## config.mk

```make
export PLATFORM = sky130hd
export DESIGN_NAME = range_step_counter
export DESIGN_NICKNAME = d
export VERILOG_FILES = /design/src/rtl/range_step_counter.sv
export SDC_FILE = /design/constraint.sdc
export NUM_CORES = 1
export LEC_CHECK = 0
export ABC_CLOCK_PERIOD_IN_PS = 7960
export CAP_MARGIN = 20
export CORE_ASPECT_RATIO = 0.75
export CORE_MARGIN = 1.5
export CORE_UTILIZATION = 45
export CTS_CLUSTER_DIAMETER = 200
export DETAILED_ROUTE_END_ITERATION = 7
export GPL_ROUTABILITY_DRIVEN = 0
export HOLD_SLACK_MARGIN = 0.12
export PLACE_DENSITY_LB_ADDON = 0.15
export SYNTH_ARGS = -nofsm -noshare
export SYNTH_HDL_FRONTEND = slang
export SYNTH_SLANG_ARGS = --single-unit
```

## constraint.sdc

```tcl
create_clock -name clk -period 7.96 [get_ports clk]
set_input_delay 1.592 -clock clk [delete_from_list [all_inputs] [get_ports clk]]
set_output_delay 1.592 -clock clk [all_outputs]
set_load 0.1 [all_outputs]
```

## src/rtl/range_step_counter.sv

```systemverilog
// Programmable up-counter: steps from startNum toward endNum, clamps onto endNum,
// flags arrival and wraps back to startNum. Next-state value is exported as counter_f.
module range_step_counter #(
    parameter int WIDTH = 32
) (
    input  logic             clk,
    input  logic             rst,
    input  logic             clr,
    input  logic             en,
    input  logic [WIDTH-1:0] startNum,
    input  logic [WIDTH-1:0] endNum,
    input  logic [WIDTH-1:0] step,
    output logic             overflow,
    output logic [WIDTH-1:0] counter,
    output logic [WIDTH-1:0] counter_f
);

    logic [WIDTH:0] sum;
    logic           at_end;

    assign at_end   = (counter == endNum);
    assign overflow = at_end;

    // Extra carry bit makes a wrapped-around sum compare as larger than endNum,
    // so the clamp guarantees endNum is always visited.
    always_comb begin
        sum       = {1'b0, counter} + {1'b0, step};
        counter_f = counter;
        if (en) begin
            if (at_end)
                counter_f = startNum;
            else if (sum > {1'b0, endNum})
                counter_f = endNum;
            else
                counter_f = sum[WIDTH-1:0];
        end
    end

    always_ff @(posedge clk) begin
        if (rst)
            counter <= startNum;
        else if (clr)
            counter <= startNum;
        else
            counter <= counter_f;
    end

endmodule

```

==> out/results.txt, run 1 <==
synthesized area: 5341 um2
FILL cells: 714
Detail Placement HPWL: 16440 um
crit path DAT: 6.51 ns
area of the multi-input gates: 5285 um2
CTS Sinks: 32
Max Transition Viols Final: 0
HP Start: counter[26]
routed via count: 7312
Rows: 34
post-synthesis async set-or-reset flop share: 0%
Port Buffers: 164
Synth top cells by count: a21oi_1, ha_1, nor2_1
Reg2Reg Depth: 24
worst rel slew slack: 34.09%
Die X: 128.8 um
vias per std cell: 6.611
Largest regs: counter: 32 flops
WHS Endpoint: counter[26]
Die H: 97.35 um
number of flip-flops in the largest register: 32
# H-tree levels: 2
dpl cell area: 7965 um2
status: finished, violations left
flop2flop setup slack: 2.82 ns
max-cap viol count: 0
DR WL/cell: 22.30 um
Final period util: 101.8%
Startpoint Class: primary input
share of cells above drive strength 1: 30.19%
CTS Hold Bufs: 0
TritonCTS clock tree: yes
measured slew at the worst slew-check pin: 0.9856 ns
Period minus WS final: 8.102 ns
Synth-to-Final Area Change: 73.16%
critical path class: in -> out
Hold Path Cell Cnt: 2
Top FF cell, synth: dfxtp_1
Crit Path Max Fanout: 7
M2 GR Usage: 52.90%
# diodes: 0
Final setup viols: 27
setup TNS: -2.096 ns
worst r2r dst: counter[30]
post-synthesis sequential area ratio: 11.99%
initial antenna violation count: 0
Mean Syn Cell Area: 7.419 um2
nets: 1108
critical path required time: 6.37 ns
fmax: 0.1234 GHz
Setup crit end kind: primary output
Final Hold Viols: 0
drt total wl: 24670 um
met3 usage: 8.095%
P per Cell Area: 265.6 nW/um2
Initial Utilization: 46.16%
number of synthesized flops with an enable pin: 0
Synth top area share: 14.99%
Root Buffer: clkbuf_16
CTS buffer count: 5
Post-Syn Instances: 720
DR iter-0 viols: 1075
DRC Markers: 0
register clock-pin slew on the reported worst setup and hold paths: 0.06 ns
register area: 640.6 um2
Die ar.: 12540 um2
Design Area, Final: 9249 um2
Yosys reg bits: 32
DRT antenna net count: 0
RSZ-0062 raised after global routing: yes
Post-Syn Nets: 885
met1 usage: 47.49%
first-pass GRT wire length: 34540 um
Core ar.: 11570 um2
grt ovf: 0
failing checks: negative setup slack
HP Class: reg -> reg
Max clock buf depth: 2
clk_lat worst skew: 0.29 ns
Synth area leaders: ha_1, dfxtp_1, xnor2_1
vias in the first global route: 6706
Tot GR Track Use: 34.46%
Worst R2R Start: counter[1]
Clock Skew: 0.005683 ns
largest net degree at the start of global routing: 42
P_leak: 0.003885 uW
Detailed Routing Iterations Pass 1: 6
Netlist cell types: 66
Synth area leader: ha_1
slack of the critical path: -0.1425 ns
Ys Warns: 0
most used routing layer: met2
most common cell in the netlist: a21oi_1
largest register by flop count: counter
VDD IR max: 0.0002456 V
# IOs: 165
timing repair:
action                                  CTS  global route
setup buffers                             8            23
gates cloned                              1             2
endpoints found under the setup margin   30            32
gates resized for setup                  28           129
pin swaps                                19            58
cells in the final DEF (no fill, tap or decap), drive strengths merged, types with 23 or more instances in the layout:
| master | netlist | layout |
|---|---|---|
| o22ai | 26 | 26 |
| buf | 9 | 121 |
| ha | 64 | 64 |
| nor2 | 55 | 55 |
| inv | 48 | 48 |
| dfxtp | 32 | 32 |
| o21ai | 42 | 42 |
| nand2 | 46 | 46 |
| a21oi | 73 | 73 |
| mux2 | 23 | 23 |
| clkdlybuf4s50 | 0 | 107 |
| xnor2 | 43 | 43 |
worst max-delay path by stage:
| stage | from | end | depth (start not counted) |
|---|---|---|---|
| after global placement | step[0] | counter_f[29] | 23 |
| final | step[0] | counter_f[10] | 24 |
| after global routing | step[1] | counter_f[14] | 24 |
| after detailed placement | step[0] | counter_f[9] | 21 |
| after floorplan | step[1] | counter_f[25] | 20 |
| after CTS | step[8] | counter_f[29] | 26 |
report_power, final:
| part | leakage [uW] | switching (uW) | total [uW] | internal [uW] |
|---|---|---|---|---|
| clock | 0.0000736 | 84.8 | 200 | 115 |
| combinational | 0.00354 | 1170 | 2030 | 852 |
| sequential | 0.000270 | 49.5 | 230 | 180 |
kinds of logic after synthesis:
group,after synthesis,share of synthesized area [%]
xor+xnor,54,8.854
mux,44,8.784
compound gates,243,30.03
simple gates,197,18.27
buf+inv,85,6.699
flops,32,11.99
fa+ha+maj,65,15.37
per-layer routing:
metal	part of all wire (%)	routed length, um	up-vias
met4	5.1	1260	0
met2	44	10880	630
li1	-	-	3161
met3	12	2987	132
met5	0	0	-
met1	39	9537	3389
area by class of cell:
cell class	count	share of cell area (%)
clock buffers	5	1.353
clock inverters	3	0.2029
inverters	48	1.948
multi-input cells	603	57.14
flip-flops and latches	32	6.926
well taps	162	2.192
repair buffers	253	30.24
critical path, cell delays in order:
cell,delay (ns)
clkbuf_2,0.12
ha_4,0.18
fa_2,0.37
a211oi_4,0.27
o21bai_4,0.12
a211oi_4,0.32
buf_4,0.17
o21a_1,0.15
buf_4,0.12
xnor2_1,0.20
ha_1,0.35
a21oi_1,0.23
o21a_1,0.23
o2bb2ai_1,0.08
a211oi_1,0.25
buf_4,0.17
o221ai_4,0.10
nor3_4,0.24
buf_4,0.19
buf_12,0.17
mux2i_4,0.25
a21oi_1,0.12
mux2_2,0.34
buf_12,0.17
stage by stage:
stage	total power [uW]	utilization (%)	std cells	setup WS, ns	hold slack [ns]
after detailed placement	1883	68.84	1063	-0.2279	0.5944
after floorplan	1307	-	720	-0.1458	1.011
after global placement	1856	68.84	1063	-0.1415	0.5777
after global routing	2535	79.93	1106	-0.1992	0.6338
final	2456	79.93	1106	-0.1425	0.6146
after CTS	2165	72.10	1080	0.009650	0.6017
(Power assumes the default switching activity.)
==> run 2: changes to the inputs <==
--- a/config.mk
+++ b/config.mk
@@ -8,7 +8,7 @@
 export ABC_CLOCK_PERIOD_IN_PS = 7960
 export CAP_MARGIN = 20
 export CORE_ASPECT_RATIO = 0.75
-export CORE_MARGIN = 1.5
+export CORE_MARGIN = 5
 export CORE_UTILIZATION = 45
 export CTS_CLUSTER_DIAMETER = 200
 export DETAILED_ROUTE_END_ITERATION = 7
==> run 2 against run 1 <==
Compared with the run above: clock-buffer cell count unchanged; the run still ends with negative setup slack left; register-to-register slack improved by 0.28 ns; hold slack got worse by 0.0084 ns; highest routed layer unchanged; sequential share of layout area increased by 0.19 points.
==> out/results.txt, run 2 (synthesis results as in run 1) <==
measured slew at the worst slew-check pin: 1.011 ns (+0.02521 ns)
Initial Utilization: 45.99% (-0.17 points)
crit path DAT: 6.42 ns (-0.09 ns)
CTS Sinks: 32 (unchanged)
Clock Skew: 0.009738 ns (+0.004055 ns)
DR iter-0 viols: 826 (-23%)
critical path required time: 6.37 ns (about the same)
max-cap viol count: 0 (unchanged)
routed wl met3: 2731 um (-8.6%)
HP Class: reg -> reg
Startpoint Class: primary input
RSZ-0062 raised after global routing: yes
DRT antenna net count: 0 (unchanged)
Die H: 104.4 um (+7.2%)
top sig layer: met4
Synth-to-Final Area Change: 68.59%
CTS Hold Bufs: 0 (unchanged)
grt ovf: 0 (unchanged)
Final Hold Viols: 0 (unchanged)
DR WL/cell: 21.39 um (-4.1%)
drt total wl: 23650 um (-4.1%)
Die X: 135.8 um (+5.4%)
DRC Markers: 0 (unchanged)
Crit Path Max Fanout: 15 (+8)
status: finished, violations left
Largest regs: counter: 32 flops
Worst R2R Start: counter[1]
most frequent cells in the layout: clkdlybuf4s50_1, buf_4, a21oi_1
FILL cells: 735 (+2.9%)
met2 WL: 10370 um (-4.7%)
Placed Instances: 1074 (+1.0%)
Final period util: 100.6% (-1.2 points)
initial antenna violation count: 0 (unchanged)
non-filler instance count after layout: 1106 (unchanged)
# diodes: 0 (unchanged)
Rows: 34 (unchanged)
share of cells above drive strength 1: 27.33% (-2.9 points)
Final setup viols: 10 (-63%)
nets: 1108 (unchanged)
failing checks: negative setup slack
vias in the first global route: 6714 (+0.12%)
Hold Worst Slack: 0.6061 ns (-0.008421 ns)
Pwr Total: 2371 uW (-3.5%)
number of flip-flops in the largest register: 32 (unchanged)
Core ar.: 11610 um2 (+0.37%)
first-pass GRT wire length: 34650 um (+0.32%)
vias per std cell: 6.457 (-2.3%)
TritonCTS clock tree: yes
clk_lat worst skew: 0.29 ns (about the same)
largest net degree at the start of global routing: 56 (+33%)
worst rel slew slack: 32.40% (-1.7 points)
CTS buffer count: 5 (unchanged)
Period minus WS final: 8.009 ns (-0.09366 ns)
fmax: 0.1249 GHz (+1.2%)
register clock-pin slew on the reported worst setup and hold paths: 0.05 ns (about the same)
VDD IR max: 0.0002091 V (-15%)
Max Transition Viols Final: 0 (unchanged)
P_leak: 0.003782 uW (-2.6%)
Root Buffer: clkbuf_16
slack of the critical path: -0.04883 ns (+0.09366 ns)
# IOs: 165 (unchanged)
Tot GR Track Use: 30.01% (-4.4 points)
critical path class: in -> out
Detailed Routing Iterations Pass 1: 6 (unchanged)
Detail Placement HPWL: 17340 um (+5.5%)
wire length on met1: 9565 um (+0.29%)
Setup crit end kind: primary output
largest register by flop count: counter
most common cell after layout, fill and taps aside: clkdlybuf4s50_1
Worst setup startpoint: step[4]
Port Buffers: 164 (unchanged)
Max clock buf depth: 2 (unchanged)
P per Cell Area: 263.3 nW/um2 (-0.86%)
# H-tree levels: 2 (unchanged)
HP Start: counter[26]
Final Core Density: 77.54% (-2.4 points)
routed via count: 7141 (-2.3%)
Die ar.: 14170 um2 (+13%)
==> run 2: cell count changes in the layout (fill, tap and decap cells not counted), sizes merged <==
cell,before,now
buf,121,120
bufbuf,0,1
clkbuf,9,6
clkdlybuf4s50,107,118
dlymetal6s2s,21,13
==> run 2: area by class of cell <==
cell class	instances	area, um2	area share [%]
multi-input cells	603	5085	56.47
repair buffers	253	2753	30.57
flip-flops and latches	32	640.6	7.114
well taps	162	202.7	2.251
inverters	48	180.2	2.001
clock buffers	5	125.1	1.389
clock inverters	3	18.77	0.2084
==> run 2: what timing repair did <==
item / 4_1_cts / 5_1_grt
cloned: 1 / 1
pin swaps: 10 / 18
endpoints found under the setup margin: 30 / 32
buffers inserted: 6 / 15
gates resized for setup: 21 / 90
==> run 2: critical path: stages <==
cell             delay (ns)
clkdlybuf4s50_1        0.41
ha_2                   0.39
nor2_2                 0.07
nor4b_4                0.30
o31ai_4                0.15
a21oi_1                0.18
buf_4                  0.16
nor2_1                 0.07
o21ai_0                0.25
xor2_1                 0.12
buf_4                  0.17
ha_1                   0.27
nand4_1                0.16
nor3_1                 0.23
nand3_1                0.13
o211ai_1               0.22
o221ai_2               0.14
nor3_4                 0.20
buf_6                  0.15
buf_12                 0.16
mux2i_1                0.28
a21oi_1                0.10
mux2_2                 0.32
buf_12                 0.17
==> run 2: final timing paths <==
path | to | slack [ns] | cells past startpoint
setup / recovery | counter_f[7] | -0.05 | 24
hold / removal | counter[26] | 0.61 | 2
setup reg to reg | counter[30] | 3.10 | 23
hold reg to reg | counter[26] | 0.61 | 2
==> run 2: routing by layer <==
metal	track usage, %	vias up
li1	-	3156
met1	40.75	3355
met4	10.43	0
met3	8.027	111
met2	45.67	519
met5	0	-
==> run 2: through the flow <==
step	area [um2]	setup WS [ns]	setup TNS [ns]
detailed placement	8038	-0.2340	-4.662
finish	9005	-0.04883	-0.1590
CTS	8373	0.008320	0
global route	9005	-0.2076	-3.907
floorplan	5565	-0.1458	-0.1458
global placement	8038	-0.04520	-0.1752
==> run 2: where the power goes <==
part / internal (uW) / switching [uW]
Sequential: 180 / 45.5
Clock: 116 / 86.3
Combinational: 816 / 1130
Total: 1110 / 1260
==> run 3: changes to the inputs <==
--- a/config.mk
+++ b/config.mk
@@ -15,6 +15,7 @@
 export GPL_ROUTABILITY_DRIVEN = 0
 export HOLD_SLACK_MARGIN = 0.12
 export PLACE_DENSITY_LB_ADDON = 0.15
+export RECOVER_POWER = 25
 export SYNTH_ARGS = -nofsm -noshare
 export SYNTH_HDL_FRONTEND = slang
 export SYNTH_SLANG_ARGS = --single-unit
==> run 3 against run 2 <==
Compared with the run above: the flow still finishes with violations (negative setup slack); wire length hardly changed; critical path type unchanged; register-to-register slack improved by 0.02 ns; critical endpoint unchanged; largest cell class unchanged; largest power group unchanged; non-clock buffer count unchanged; cell area unchanged.
==> out/results.txt, run 3 (synthesis results as in run 1) <==
fmax: 0.1255 GHz (+0.50%)
DRC Markers: 0 (unchanged)
largest register by flop count: counter
clk_lat worst skew: 0.29 ns (about the same)
flop2flop setup slack: 3.12 ns (+0.02 ns)
Die ar.: 14170 um2 (unchanged)
P_leak: 0.003782 uW (about the same)
number of flip-flops in the largest register: 32 (unchanged)
vias per std cell: 6.431 (-0.39%)
largest net degree at the start of global routing: 56 (unchanged)
RSZ-0062 raised after global routing: yes
VDD IR max: 0.0002089 V (about the same)
HP Class: reg -> reg
DRT antenna net count: 0 (unchanged)
critical path class: in -> out
TritonCTS clock tree: yes
DR WL/cell: 21.38 um (about the same)
Die H: 104.4 um (unchanged)
Synth-to-Final Area Change: 68.59% (unchanged)
Period minus WS final: 7.969 ns (-0.03998 ns)
slack of the critical path: -0.008849 ns (+0.03998 ns)
Clock Skew: 0.008136 ns (-0.001601 ns)
crit path DAT: 6.38 ns (-0.04 ns)
Port Buffers: 164 (unchanged)
Final Hold Viols: 0 (unchanged)
share of cells above drive strength 1: 27.33% (unchanged)
critical path required time: 6.37 ns (about the same)
# diodes: 0 (unchanged)
initial antenna violation count: 0 (unchanged)
drt total wl: 23650 um (about the same)
P per Cell Area: 262.5 nW/um2 (-0.31%)
CTS Hold Bufs: 0 (unchanged)
Top delay family on crit path: buffers and inverters
Setup crit end kind: primary output
Rows: 34 (unchanged)
Core ar.: 11610 um2 (unchanged)
FILL cells: 735 (unchanged)
most common cell after layout, fill and taps aside: clkdlybuf4s50_1
nets: 1108 (unchanged)
Detail Placement HPWL: 17340 um (unchanged)
measured slew at the worst slew-check pin: 1.013 ns (+0.001990 ns)
Pwr Total: 2364 uW (-0.31%)
Crit Path Max Fanout: 15 (unchanged)
Max Transition Viols Final: 0 (unchanged)
Die X: 135.8 um (unchanged)
grt ovf: 0 (unchanged)
# IOs: 165 (unchanged)
DR iter-0 viols: 834 (+0.97%)
routed via count: 7113 (-0.39%)
max-cap viol count: 0 (unchanged)
CP max stage delay: 0.41 ns (about the same)
vias in the first global route: 6714 (unchanged)
Crit-path slowest cell: clkdlybuf4s50_1
Root Buffer: clkbuf_16
failing checks: negative setup slack
Tot GR Track Use: 30.01% (unchanged)
first-pass GRT wire length: 34650 um (unchanged)
CTS buffer count: 5 (unchanged)
Buf/Inv on CP: 6 (unchanged)
Startpoint Class: primary input
Largest regs: counter: 32 flops
worst rel slew slack: 32.27% (-0.13 points)
CTS Sinks: 32 (unchanged)
status: finished, violations left
most frequent cells in the layout: clkdlybuf4s50_1, buf_4, a21oi_1
Final period util: 100.1% (-0.50 points)
Initial Utilization: 45.99% (unchanged)
# H-tree levels: 2 (unchanged)
worst path cell trace: clkdlybuf4s50_1 -> ha_2 -> nor2_2 -> nor4b_4 -> o31ai_4 -> a21oi_1 -> buf_4 -> nor2_1 -> o21ai_0 -> xor2_1 -> buf_4 -> ha_1 -> nand4_1 -> nor3_1 -> nand3_1 -> o211ai_1 -> o221ai_2 -> nor3_4 -> buf_6 -> buf_12 -> mux2i_1 -> a21oi_1 -> mux2_2 -> buf_12
pre-CTS WS: -0.2340 ns (unchanged)
Max clock buf depth: 2 (unchanged)
register clock-pin slew on the reported worst setup and hold paths: 0.06 ns (about the same)
Detailed Routing Iterations Pass 1: 5 (-1)
Final setup viols: 1 (-9)
==> run 3: per-stage QoR <==
step	hold slack (ns)	setup TNS, ns	cells	cell area [um2]	util (%)
6_report	0.6002	-0.008849	1106	9005	77.54
5_1_grt	0.6403	-3.908	1106	9005	77.54
4_1_cts	0.5965	0	1089	8373	72.10
3_5_place_dp	0.5870	-4.662	1074	8038	69.21
3_3_place_gp	0.5718	-0.1752	1074	8038	69.21
2_1_floorplan	1.011	-0.1458	720	5565	-
==> run 3: layout make-up <==
class | count | area [um2] | share of cell area (%)
repair buffers | 253 | 2753 | 30.57
well taps | 162 | 202.7 | 2.251
clock inverters | 3 | 18.77 | 0.2084
inverters | 48 | 180.2 | 2.001
flip-flops and latches | 32 | 640.6 | 7.114
clock buffers | 5 | 125.1 | 1.389
multi-input cells | 603 | 5085 | 56.47
==> run 3: worst register-to-register path, cell delays in order (launching register included) <==
cell and delay, ns:
dfxtp_1 0.56, ha_4 0.28, a211oi_4 0.24, nor2_2 0.09, o31ai_4 0.27, a21boi_2 0.11, a211oi_2 0.23, buf_4 0.17
a211oi_2 0.07, or3_1 0.39, and2_1 0.15, ha_1 0.33, o21a_1 0.22, o21ai_1 0.13, nand2b_1 0.08, o21ai_1 0.12
o221ai_2 0.14, nor3_4 0.20, buf_6 0.15, bufbuf_16 0.27, o21ai_1 0.06, a21oi_1 0.17, buf_4 0.16, a31oi_1 0.09
==> run 3: final timing paths <==
check / start / end / cells past startpoint
min: counter[26] / counter[26] / 2
min reg2reg: counter[26] / counter[26] / 2
max reg2reg: counter[1] / counter[30] / 23
max: step[4] / counter_f[7] / 24
==> run 3: timing repair <==
item                       CTS  global route
setup endpoints to repair   30            32
resized for setup           21            90
setup buffers                6            15
gates cloned                 1             1
pin swaps                   10            18
==> run 3: per-layer routing <==
layer,routed length (um),up-vias,track usage [%]
met3,2771,114,8.027
met2,10410,507,45.67
met5,0,-,0
met1,9485,3344,40.75
met4,983,0,10.43
li1,-,3148,-
==> run 3: report_power, final <==
group | internal, uW | total, uW | leakage, uW | switching [uW]
clock | 116 | 202 | 0.0000736 | 86.1
sequential | 180 | 226 | 0.000270 | 45.3
combinational | 812 | 1940 | 0.00344 | 1120
total | 1110 | 2360 | 0.00378 | 1260
==> RTL edit 1, RTL diff (settings of run 3) <==
`WIDTH`: 32 -> 36.
--- a/src/rtl/range_step_counter.sv
+++ b/src/rtl/range_step_counter.sv
@@ -3,3 +3,3 @@
 module range_step_counter #(
-    parameter int WIDTH = 32
+    parameter int WIDTH = 36
 ) (
Interface: changed (5 resized); port bits go from 165 to 185. No check against the original RTL was run, so the function may have changed too.
==> RTL edit 1 against run 3 <==
Synthesized area grew 4.4%. Power is 37% higher. Sequential cell count up 4. Largest power group unchanged. Count of clock-buffer cells in the layout is the same. Highest routed layer unchanged. Cell area up 11%. Synthesized cell count up 2.9%. The run still ends with negative setup slack left. Wire length is 19% higher. Setup slack got worse by 0.060 ns.
==> RTL edit 1: results (changes against run 3) <==
stage;metric;value;unit;change
status;status;finished, violations left;;unchanged
status;violations;negative setup slack;;unchanged
logic_synthesis;synth.area.top_cells;ha_1, dfxtp_1, a21oi_1;;was ha_1, dfxtp_1, xnor2_1
logic_synthesis;ys_types;62;;was 66
cts;clock_latency;0.30;ns;
routing;ant_nets;0;;unchanged
global_routing;track_usage;0.332;;was 0.300
worst_setup_path;r2r_slack;2.84;ns;was 3.12 ns
logic_synthesis;synth_ff_type;dfxtp_1;;unchanged
logic_synthesis;synth_xor_area_frac;0.102;;was 0.0885
worst_setup_path;worstSetupStartpoint;step[17];;was step[4]
global_routing;grt_pass1_wl;39700;um;was 34700 um
worst_setup_path;r2r-start;counter[13];;was counter[1]
cts;cts_buffers;5;;unchanged
place;place_inst;1147;;was 1074
routing;wl_per_cell;23.5;um;was 21.4 um
timing;setup_viol;18;;was 1
logic_synthesis;yosysSeqAreaShare;0.129;;was 0.120
logic_synthesis;async_reset_ff_frac;0;;unchanged
final_layout;seq_area;721;um2;was 641 um2
worst_setup_path;path_max_fanout;6;;was 15
worst_setup_path;r2r_cells;25;;was 23
final_layout;drive_above_1_share;0.301;;was 0.273
place;hpwlAfterDp;18700;um;was 17300 um
timing;clock_skew;0.0102;ns;was 0.00814 ns
final_layout;fillers;665;;was 735
power;power_leakage;4.33;nW;was 3.78 nW
timing;max_slew.worst_pin.slew;1.13;ns;was 1.01 ns
routing;dr.pass1.iters;6;;was 5
cts;cts_root_buffer;clkbuf_16;;unchanged
logic_synthesis;synth.area.mux_share;0.0610;;was 0.0878
timing;finalWorstSetupSlack;-0.0693;ns;was -0.00885 ns
min_path;holdPathStages;2;;unchanged
global_routing;grt_max_degree;79;;was 56
logic_synthesis;synth_compound_area_frac;0.306;;was 0.300
worst_setup_path;worst_ep_arrival_time;6.44;ns;was 6.38 ns
timing;worst_hold_slack;0.601;ns;was 0.600 ns
worst_setup_path;critical_path.endpoint;counter_f[14];;was counter_f[7]
place;postPlaceCellArea;8940;um2;was 8040 um2
routing;vias;7858;;was 7113
logic_synthesis;syn_inst;741;;was 720
power;ir_drop;0.212;mV;was 0.209 mV
routing;routed_wirelength;28100;um;was 23600 um
logic_synthesis;synthesis.nets;926;;was 885
final_layout;nets;1214;;was 1108
logic_synthesis;synth_common_cells;a21oi_1, ha_1, inv_1;;was a21oi_1, ha_1, nor2_1
worst_setup_path;worstReg2RegEnd;counter[8];;was counter[30]
final_layout;reg_top3;counter x36;;was counter x32
global_routing;grt_pass1_vias;7375;;was 6714
routing;drtIter0Drc;1382;;was 834
place;io_buffers;184;;was 164
logic_synthesis;synthAdderAreaFrac;0.165;;was 0.154
place;pre_cts_ws;-0.341;ns;was -0.234 ns
-- RTL edit 1: cell types whose count changed after synthesis, sizes merged, moves of 17 or more --
cell	change
o21ai	+17
nor2b	+20
a221oi	-19
xor2	+21
nor2	-28
a31oi	+17
mux2	-23
-- RTL edit 1: worst min path at each step --
stage,from,to,slack (ns)
after floorplan,counter[35],counter[35],0.98
after global placement,counter[35],counter[35],0.56
after detailed placement,counter[35],counter[35],0.57
after CTS,counter[35],counter[35],0.58
after global routing,counter[35],counter[35],0.63
final,counter[35],counter[35],0.60
-- RTL edit 1: logic make-up (layout without fill, tap and decap cells) --
logic type               count (synthesis)  after routing
XOR/XNOR                                65             65
buffers and inverters                   98            384
other                                    0              1
adder cells (fa/ha/maj)                 73             73
AO/OA/AOI/OAI                          263            263
flip-flops                              36             36
multiplexers                            34             34
AND/OR/NAND/NOR                        172            172
-- RTL edit 1: where the power goes --
| part | switching (mW) | internal, mW | leakage [nW] |
|---|---|---|---|
| registers | 0.0503 | 0.207 | 0.304 |
| clock network | 0.0881 | 0.111 | 0.0616 |
| logic | 1.60 | 1.17 | 3.97 |
| total | 1.74 | 1.49 | 4.33 |
-- RTL edit 1: cell type report --
type	instances	area share
multi-input combinational	607	0.541
tap	166	0.0207
inverter	63	0.0239
sequential	36	0.0719
timing repair buffer	316	0.330
antenna	1	0.000250
clock buffer	5	0.0125
-- RTL edit 1: repair_timing --
| action | CTS | global route |
|---|---|---|
| resized for setup | 57 | 75 |
| setup endpoints to repair | 36 | 36 |
| setup buffers | 32 | 10 |
| pin swaps | 32 | 41 |
| cloned | 1 | 0 |
-- RTL edit 1: stage by stage --
| step | TNS, ns | util |
|---|---|---|
| after floorplan | -0.128 | - |
| after global placement | -2.55 | 0.731 |
| after detailed placement | -8.68 | 0.731 |
| after CTS | 0 | 0.783 |
| after global routing | -3.01 | 0.820 |
| final | -0.447 | 0.820 |
-- RTL edit 1: critical path, stage by stage --
cell and delay, ns:
clkdlybuf4s50_1 0.45, ha_1 0.42, nand3_1 0.20, nor2_1 0.07, a221o_1 0.33, a21oi_2 0.20
o21ai_1 0.10, a21oi_1 0.19, xnor2_1 0.21, ha_1 0.32, nand4_1 0.18, buf_4 0.17
inv_4 0.04, a221oi_2 0.30, o211ai_1 0.14, nand2b_1 0.10, a31o_4 0.19, o21ai_4 0.06
and2_4 0.19, buf_6 0.14, buf_12 0.15, mux2i_4 0.19, o221ai_2 0.27, buf_12 0.22
-- RTL edit 1: per-layer routing --
layer / wire, um / GRT usage
met5: 0 / 0
met2: 12300 / 0.542
met3: 3120 / 0.0621
met4: 1670 / 0.124
met1: 11000 / 0.436
==> RTL edit 2, RTL diff (flow settings as in run 3) <==
Without the edit above. Add an input register stage for `step`, without a reset; this delays it by one clock. The other inputs are not delayed to match.
--- a/src/rtl/range_step_counter.sv
+++ b/src/rtl/range_step_counter.sv
@@ -17,2 +17,8 @@
 
+    logic [WIDTH-1:0] step_q;
+
+    always_ff @(posedge clk) begin
+        step_q <= step;
+    end
+
     logic [WIDTH:0] sum;
@@ -26,3 +32,3 @@
     always_comb begin
-        sum       = {1'b0, counter} + {1'b0, step};
+        sum       = {1'b0, counter} + {1'b0, step_q};
         counter_f = counter;
Function: changed (Yosys sat finds a counterexample within 4 cycles, from zero or initial values).
==> RTL edit 2 against run 3 <==
Synthesized area is 11% higher. Sequential cell count is 32 higher. Sequential share of layout area is 9.0 points higher. Global-route usage is 2.7 points lower. Sequential power is 73% higher. Synthesized cell count is 4.4% higher. Hold slack worse by 0.00078 ns. Count of clock-buffer cells in the layout is 7 higher. Wire length is 7.8% lower. Power is 7.5% lower. Die area is 10% higher. Setup slack better by 0.38 ns. Cell area is 12% lower.
==> RTL edit 2: results (changes against run 3) <==
stage;metric;value;unit;change
status;status;complete, no violations;;was finished, violations left
logic_synthesis;synth.area.mux_share;0.0788;;was 0.0878
routing;dr_wl_met2;9100;um;was 10400 um
worst_setup_path;cpMaxStageDelayCell;a211oi_1;;was clkdlybuf4s50_1
worst_setup_path;r2r_cells;18;;was 23
timing;slew_headroom;0.328;;was 0.323
routing;vias;6667;;was 7113
power;pg_clk;390;uW;was 202 uW
global_routing;grtUsageMet2;0.397;;was 0.457
timing;worst_hold_slack;0.599;ns;was 0.600 ns
global_routing;grtUsageMet3;0.0617;;was 0.0803
power;powerDensity;275;nW/um2;was 262 nW/um2
worst_setup_path;r2r_slack;2.54;ns;was 3.12 ns
global_routing;grt_pass1_vias;6195;;was 6714
timing;clock_skew;0.0141;ns;was 0.00814 ns
final_layout;reg_top3;counter x32, step_q x32;;was counter x32
min_path;whs_endpoint;counter[3];;was counter[26]
place;hpwlAfterDp;17300;um;about the same
worst_setup_path;path_max_fanout;17;;was 15
cts;cts_setup_buffers;0;;was 6
logic_synthesis;yosysSeqAreaShare;0.215;;was 0.120
power;power_leakage;3.38;nW;was 3.78 nW
final_layout;seq_area;1280;um2;was 641 um2
logic_synthesis;synth.avg_cell_area;7.91;um2;was 7.42 um2
worst_setup_path;worstReg2RegEnd;counter[16];;was counter[30]
global_routing;grt_util_met1;0.404;;was 0.408
RTL edit 2: changes by cell type in the layout (fill, tap and decap cells not counted), sizes merged:
cell	delta
dlygate4sd3	+14
dfxtp	+32
clkbuf	+6
bufbuf	-1
dlymetal6s2s	-13
bufinv	+1
buf	-76
clkdlybuf4s50	-1
RTL edit 2: final cells by class:
| class | instances | area share |
|---|---|---|
| inverter | 48 | 0.0226 |
| tap | 171 | 0.0269 |
| multi-input combinational | 603 | 0.544 |
| clock buffer | 12 | 0.0297 |
| sequential | 64 | 0.161 |
| timing repair buffer | 175 | 0.210 |
| clock inverter | 4 | 0.00566 |
RTL edit 2: how the worst max path moves through the flow:
stage	startpoint	to	slack [ns]	depth (start not counted)
floorplan	counter[17]	counter_f[29]	0.03	21
global placement	counter[0]	counter_f[24]	0.89	20
detailed placement	counter[0]	counter_f[26]	0.82	20
CTS	counter[0]	counter_f[26]	0.44	20
global route	counter[0]	counter_f[26]	0.09	20
finish	counter[0]	counter_f[26]	0.38	20
